--- src/rtl/ctrl_pkg.sv ---
// Shared encodings for the multi-cycle control unit: opcodes, functs,
// ALU operations, mux selects and the controller state encoding.
package ctrl_pkg;

  localparam logic [5:0] OP_RTYPE = 6'b000000;
  localparam logic [5:0] OP_J     = 6'b000010;
  localparam logic [5:0] OP_BEQ   = 6'b000100;
  localparam logic [5:0] OP_BGTZ  = 6'b000111;
  localparam logic [5:0] OP_ADDI  = 6'b001000;
  localparam logic [5:0] OP_ANDI  = 6'b001100;
  localparam logic [5:0] OP_ORI   = 6'b001101;
  localparam logic [5:0] OP_LW    = 6'b100011;
  localparam logic [5:0] OP_SW    = 6'b101011;
  localparam logic [5:0] OP_HALT  = 6'b111111;

  localparam logic [5:0] F_SLL = 6'b000000;
  localparam logic [5:0] F_ADD = 6'b100000;
  localparam logic [5:0] F_SUB = 6'b100010;
  localparam logic [5:0] F_AND = 6'b100100;
  localparam logic [5:0] F_OR  = 6'b100101;
  localparam logic [5:0] F_SLT = 6'b101010;

  localparam logic [3:0] ALU_AND = 4'b0000;
  localparam logic [3:0] ALU_OR  = 4'b0001;
  localparam logic [3:0] ALU_ADD = 4'b0010;
  localparam logic [3:0] ALU_SUB = 4'b0110;
  localparam logic [3:0] ALU_SLT = 4'b0111;
  localparam logic [3:0] ALU_SLL = 4'b1100;

  localparam logic [1:0] PC_SEQ    = 2'd0;
  localparam logic [1:0] PC_BRANCH = 2'd1;
  localparam logic [1:0] PC_JUMP   = 2'd2;

  localparam logic [1:0] SRCB_RT   = 2'd0;
  localparam logic [1:0] SRCB_SEXT = 2'd1;
  localparam logic [1:0] SRCB_ZEXT = 2'd2;

  typedef enum logic [3:0] {
    S_IF     = 4'd0,
    S_ID     = 4'd1,
    S_EXE_R  = 4'd2,
    S_EXE_I  = 4'd3,
    S_EXE_LS = 4'd4,
    S_EXE_BR = 4'd5,
    S_MEM_RD = 4'd6,
    S_MEM_WR = 4'd7,
    S_WB_ALU = 4'd8,
    S_WB_MEM = 4'd9,
    S_HALT   = 4'd10,
    S_FAULT  = 4'd11
  } state_t;

endpackage

--- src/rtl/alu_op_decode.sv ---
// Combinational opcode/funct decode into an ALU operation, flagging any
// opcode or R-type funct the controller does not implement.
module alu_op_decode
  import ctrl_pkg::*;
#(
  parameter int ALUOP_W = 4
) (
  input  logic [5:0]         opcode,
  input  logic [5:0]         funct,
  output logic [ALUOP_W-1:0] alu_op,
  output logic               illegal
);

  always_comb begin
    alu_op  = '0;
    illegal = 1'b0;
    case (opcode)
      OP_RTYPE: begin
        case (funct)
          F_ADD:   alu_op = ALUOP_W'(ALU_ADD);
          F_SUB:   alu_op = ALUOP_W'(ALU_SUB);
          F_AND:   alu_op = ALUOP_W'(ALU_AND);
          F_OR:    alu_op = ALUOP_W'(ALU_OR);
          F_SLT:   alu_op = ALUOP_W'(ALU_SLT);
          F_SLL:   alu_op = ALUOP_W'(ALU_SLL);
          default: illegal = 1'b1;
        endcase
      end
      OP_ADDI, OP_LW, OP_SW: alu_op = ALUOP_W'(ALU_ADD);
      OP_ANDI:               alu_op = ALUOP_W'(ALU_AND);
      OP_ORI:                alu_op = ALUOP_W'(ALU_OR);
      // bgtz also subtracts so that Zero/Sign describe rs against 0
      OP_BEQ, OP_BGTZ:       alu_op = ALUOP_W'(ALU_SUB);
      OP_J, OP_HALT:         alu_op = '0;
      default:               illegal = 1'b1;
    endcase
  end

endmodule

--- src/rtl/multicycle_control.sv ---
// Per-phase control FSM for the multi-cycle MIPS-subset datapath, with a
// memory-ready watchdog and traps on illegal instructions.
module multicycle_control
  import ctrl_pkg::*;
#(
  parameter int INSTR_W      = 32,
  parameter int ALUOP_W      = 4,
  parameter int MEM_WAIT_MAX = 15
) (
  input  logic               CLK,
  input  logic               Reset,
  input  logic [INSTR_W-1:0] Instruct,
  input  logic               Zero,
  input  logic               Sign,
  input  logic               MemReady,
  output logic               PCWrite,
  output logic [1:0]         PCSrc,
  output logic               IRWrite,
  output logic               RegWrite,
  output logic               RegDst,
  output logic               ALUSrcA,
  output logic [1:0]         ALUSrcB,
  output logic [ALUOP_W-1:0] ALUOp,
  output logic               MemRead,
  output logic               MemWrite,
  output logic               MemToReg,
  output logic               Halted,
  output logic               Fault,
  output logic [3:0]         State
);

  state_t state, state_next;
  logic [7:0] wait_cnt, wait_cnt_next;
  logic [5:0] opcode, funct;
  logic [ALUOP_W-1:0] dec_alu_op;
  logic dec_illegal, is_wait, mem_timeout, unused_fields;

  assign opcode        = Instruct[INSTR_W-1 -: 6];
  assign funct         = Instruct[5:0];
  assign unused_fields = ^Instruct[INSTR_W-7:6];
  assign State         = state;

  alu_op_decode #(.ALUOP_W(ALUOP_W)) u_decode (
    .opcode  (opcode),
    .funct   (funct),
    .alu_op  (dec_alu_op),
    .illegal (dec_illegal)
  );

  assign is_wait     = (state == S_IF) || (state == S_MEM_RD) || (state == S_MEM_WR);
  assign mem_timeout = is_wait && !MemReady && (wait_cnt == 8'(MEM_WAIT_MAX - 1));

  always_ff @(posedge CLK) begin
    if (!Reset) begin
      state    <= S_IF;
      wait_cnt <= '0;
    end else begin
      state    <= state_next;
      wait_cnt <= wait_cnt_next;
    end
  end

  // Any state change clears the count, so every wait state starts from zero
  always_comb begin
    wait_cnt_next = '0;
    if (is_wait && (state_next == state))
      wait_cnt_next = wait_cnt + 8'd1;
  end

  always_comb begin
    state_next = state;
    PCWrite    = 1'b0;
    PCSrc      = PC_SEQ;
    IRWrite    = 1'b0;
    RegWrite   = 1'b0;
    RegDst     = 1'b0;
    ALUSrcA    = 1'b0;
    ALUSrcB    = SRCB_RT;
    ALUOp      = '0;
    MemRead    = 1'b0;
    MemWrite   = 1'b0;
    MemToReg   = 1'b0;
    Halted     = 1'b0;
    Fault      = 1'b0;
    // Holding outputs low while Reset is asserted aborts any in-flight write
    if (Reset) begin
      case (state)
        S_IF: begin
          MemRead = 1'b1;
          if (MemReady) begin
            IRWrite    = 1'b1;
            PCWrite    = 1'b1;
            state_next = S_ID;
          end else if (mem_timeout) begin
            state_next = S_FAULT;
          end
        end
        S_ID: begin
          if (dec_illegal) begin
            state_next = S_FAULT;
          end else begin
            case (opcode)
              OP_RTYPE:                 state_next = S_EXE_R;
              OP_ADDI, OP_ANDI, OP_ORI: state_next = S_EXE_I;
              OP_LW, OP_SW:             state_next = S_EXE_LS;
              OP_BEQ, OP_BGTZ:          state_next = S_EXE_BR;
              OP_HALT:                  state_next = S_HALT;
              OP_J: begin
                PCWrite    = 1'b1;
                PCSrc      = PC_JUMP;
                state_next = S_IF;
              end
              default:                  state_next = S_FAULT;
            endcase
          end
        end
        S_EXE_R: begin
          ALUOp      = dec_alu_op;
          ALUSrcA    = (funct == F_SLL);
          state_next = S_WB_ALU;
        end
        S_EXE_I: begin
          ALUOp      = dec_alu_op;
          ALUSrcB    = (opcode == OP_ADDI) ? SRCB_SEXT : SRCB_ZEXT;
          state_next = S_WB_ALU;
        end
        S_EXE_LS: begin
          ALUOp      = ALUOP_W'(ALU_ADD);
          ALUSrcB    = SRCB_SEXT;
          state_next = (opcode == OP_LW) ? S_MEM_RD : S_MEM_WR;
        end
        S_EXE_BR: begin
          ALUOp = ALUOP_W'(ALU_SUB);
          if (((opcode == OP_BEQ) && Zero) || ((opcode == OP_BGTZ) && !Zero && !Sign)) begin
            PCWrite = 1'b1;
            PCSrc   = PC_BRANCH;
          end
          state_next = S_IF;
        end
        S_MEM_RD: begin
          MemRead = 1'b1;
          if (MemReady)         state_next = S_WB_MEM;
          else if (mem_timeout) state_next = S_FAULT;
        end
        S_MEM_WR: begin
          MemWrite = 1'b1;
          if (MemReady)         state_next = S_IF;
          else if (mem_timeout) state_next = S_FAULT;
        end
        S_WB_ALU: begin
          RegWrite   = 1'b1;
          RegDst     = (opcode == OP_RTYPE);
          state_next = S_IF;
        end
        S_WB_MEM: begin
          RegWrite   = 1'b1;
          MemToReg   = 1'b1;
          state_next = S_IF;
        end
        S_HALT: begin
          Halted = 1'b1;
        end
        S_FAULT: begin
          Halted = 1'b1;
          Fault  = 1'b1;
        end
        default: state_next = S_FAULT;
      endcase
    end
  end

endmodule

--- config.mk ---
export PLATFORM = sky130hd
export DESIGN_NAME = multicycle_control
export DESIGN_NICKNAME = d
export VERILOG_FILES = /design/src/rtl/ctrl_pkg.sv /design/src/rtl/alu_op_decode.sv /design/src/rtl/multicycle_control.sv
export SDC_FILE = /design/constraint.sdc
export NUM_CORES = 1
export LEC_CHECK = 0
export BUFFER_PORTS_ARGS = -buffer_cell sky130_fd_sc_hd__clkbuf_2
export CAP_MARGIN = 25
export CORE_MARGIN = 4
export CORE_UTILIZATION = 39
export DETAILED_ROUTE_END_ITERATION = 7
export PLACE_DENSITY_LB_ADDON = 0.25
export SYNTH_ARGS = -nofsm -noshare
export SYNTH_HDL_FRONTEND = slang
export SYNTH_SLANG_ARGS = --single-unit
--- constraint.sdc ---
create_clock -name CLK -period 2.43 [get_ports CLK]
set_clock_uncertainty 0.1 [all_clocks]
set_input_delay 0.1215 -clock CLK [delete_from_list [all_inputs] [get_ports CLK]]
set_output_delay 0.1215 -clock CLK [all_outputs]
set_load 0.1 [all_outputs]
==> results.json <==
{
  "post-route-drc-count": 0,
  "outcome": "finished, final reports clean",
  "start_util": 0.4152,
  "synth_top_flop_cell": "dfxtp_1",
  "highest_layer": "met4",
  "worst-setup-path-type": "reg2out",
  "ys_seq_area_frac": 0.1850,
  "synth_top_area_cell": "dfxtp_1",
  "clk_path_buf_depth": 2,
  "async_reset_ff_frac": 0,
  "seqPwrFrac": 0.334,
  "route.vias.total": 1522,
  "first_pass_iters": 4,
  "grt_max_degree": 26,
  "internal-power_uw": 382.5,
  "synthCells": 194,
  "syn_nets": 233,
  "synth_area_mm2": 0.001299,
  "syn_to_final_growth_pct": 37.38,
  "synth_area_leaders": "dfxtp_1 18%, nor2_1 7.2%, nor3_1 5.4%",
  "root_buffer": "clkbuf_4",
  "final_nets": 267,
  "max_freq_mhz": 460.4,
  "fp.coreArea_mm2": 0.003128,
  "portBuffers": 38,
  "worstSkewPairLatency_ps": 270,
  "grt_pass1_wl_um": 6313,
  "design.portCount": 59,
  "drt-total-wl_um": 3709,
  "ys_types": 47,
  "arrival_ps": 1950,
  "cts_sinks": 12,
  "cts-hold-fix-buffers": 0,
  "avgSynthCellArea_um2": 6.695,
  "yosys.area.top_type_share": 0.1850,
  "drtIter0Drc": 152,
  "wl_per_cell_um": 13.69,
  "cts.clk_slew.worst_paths_ps": 70,
  "setup_viol": 0,
  "ctsResizeCount": 0,
  "p_leak_nw": 0.7008,
  "wl_met3_um": 203,
  "cap_viol_max_count": 0,
  "diodes": 0,
  "ys_ff_latch": 12,
  "power_frac_comb": 0.504,
  "fin_crit_sh": 0.8938,
  "start_kind": "flip-flop",
  "cts_setup_buffers": 0,
  "final_area_mm2": 0.001784,
  "p_sw_uw": 376.9,
  "drt-met1-wl_um": 1738,
  "critPathRequiredTime_ps": 2210,
  "grt-ovfl-total": 0,
  "critPathSlowestCell": "clkbuf_2",
  "dp_hpwl_um": 2882,
  "slowest_delay_ps": 460,
  "fp.dieH_um": 65.71,
  "path_cells": "nand2b_1 > nor3_1 > nand4_1 > nor2_2 > clkbuf_2",
  "worst_pin_slew_ps": 549.5,
  "placed_area_mm2": 0.001758,
  "drtAntennaViolNets": 0,
  "finalPower_uw": 759.4,
  "swShare": 0.4963,
  "ys_warn_count": 0,
  "ir_drop_mv": 0.3237,
  "rows": 20,
  "die_width_um": 65.71,
  "dp_cells": 267,
  "fin_cells": 271,
  "cp-end-kind": "primary output",
  "tritoncts": "done",
  "dieArea_mm2": 0.004317,
  "drive_gt1_frac": 0.3128,
  "wl_met2_um": 1754,
  "track_usage": 0.1769,
  "antenna_found_initial": 0,
  "gp_congestion": 0.8376,
  "grt_pass1_vias": 1330,
  "power_density_mw_per_mm2": 425.6,
  "synth_edf_count": 0,
  "tns_ps": 0,
  "post-route-min-period_ps": 2172,
  "slew_headroom": 0.6352,
  "rsz0062_at_grt": "false",
  "drv_slew": 0,
  "p_clk_frac": 0.163,
  "h-tree-depth": 1,
  "cts_buffers": 3,
  "hold_violations": 0,
  "via_per_inst": 5.616,
  "crit_fanout": 16,
  "hold_path.class": "in2reg"
}
## cell families (layout without fill, tap and decap cells)
logic type,after synthesis,in the layout,share of synthesized area
adders and majority gates,2,2,0.01926
and+or+nand+nor,111,111,0.4644
AOI/OAI and AO/OA,41,41,0.2023
xor gates and xnor gates,10,10,0.06744
DFF,12,12,0.1850
buffers and inverters,18,51,0.06166
## critical path: cells and delay by family, from the launching register on
family / cells / cell delay (ps)
and+or+nand+nor: 4 / 800
buffers and inverters: 1 / 460
DFF: 1 / 420
## flip-flops by register name, indices dropped and copies added, names as in the netlist
signal,flops
wait_cnt,8
State,4
## power groups by stage
stage	combinational (mW)	sequential, mW	clock, mW
final	0.383	0.253	0.123
after global routing	0.409	0.259	0.149
after CTS	0.383	0.253	0.134
after detailed placement	0.382	0.257	0
after global placement	0.381	0.258	0
after floorplan	0.287	0.281	0
## routing by layer
metal,GRT usage,vias up
met2,0.2866,41
met3,0.03761,2
li1,-,791
met4,0.007772,0
met1,0.2510,688
met5,0,-
## path summary, 6_finish.rpt
check                                             from  cells past startpoint  slack, ps                      to
worst max register to register     State[1]$_SDFF_PN0_                      5        440  wait_cnt[0]$_SDFF_PN0_
worst min-delay path                             Reset                      2         90     State[3]$_SDFF_PN0_
worst max-delay path               State[1]$_SDFF_PN0_                      5        260                PCSrc[1]
worst min register to register  wait_cnt[0]$_SDFF_PN0_                      1        440  wait_cnt[0]$_SDFF_PN0_
## layout make-up
type,count,area (um2)
sequential,12,255.2
timing repair buffer,42,297.8
inverter,5,18.77
clock buffer,3,22.52
multi-input combinational,164,1131
tap,44,55.05
clock inverter,1,3.754
fill,302,1344
## metrics by stage
step / hold slack (ps) / utilization / setup slack [ps]
2_1_floorplan: 253.6 / - / 2.649
3_3_place_gp: 379.9 / 0.5620 / 398.4
3_5_place_dp: 378.1 / 0.5620 / 392.0
4_1_cts: 78.01 / 0.5704 / 245.7
5_1_grt: 77.99 / 0.5704 / 141.6
6_report: 87.44 / 0.5704 / 258.1
## cells in the final DEF, fill, tap and decap left out, types with 7 or more instances in the layout
| master | netlist | routed |
|---|---|---|
| nor2_1 | 25 | 18 |
| nand3_1 | 9 | 9 |
| nor3_1 | 14 | 11 |
| a21oi_1 | 9 | 9 |
| clkbuf_2 | 0 | 32 |
| dfxtp_1 | 12 | 8 |
| nand4_1 | 7 | 7 |
| o21ai_0 | 11 | 10 |
| nand2_1 | 15 | 14 |
| xor2_1 | 7 | 7 |
## cell usage after synthesis, drive strengths merged, types with 2 or more instances
library cell	count
nand2	15
nor2	26
o22ai	2
buf	8
nor2b	4
nand3b	5
xor2	7
nor3	14
nand3	9
or4	3
nand4	7
and2	3
nand2b	6
nor3b	2
and3	3
xnor2	3
a31oi	3
dfxtp	12
ha	2
a21oi	9
clkbuf	5
o21ai	12
o21a	3
nor4	7
inv	5
Note: power is estimated with default switching activity, not from simulation.
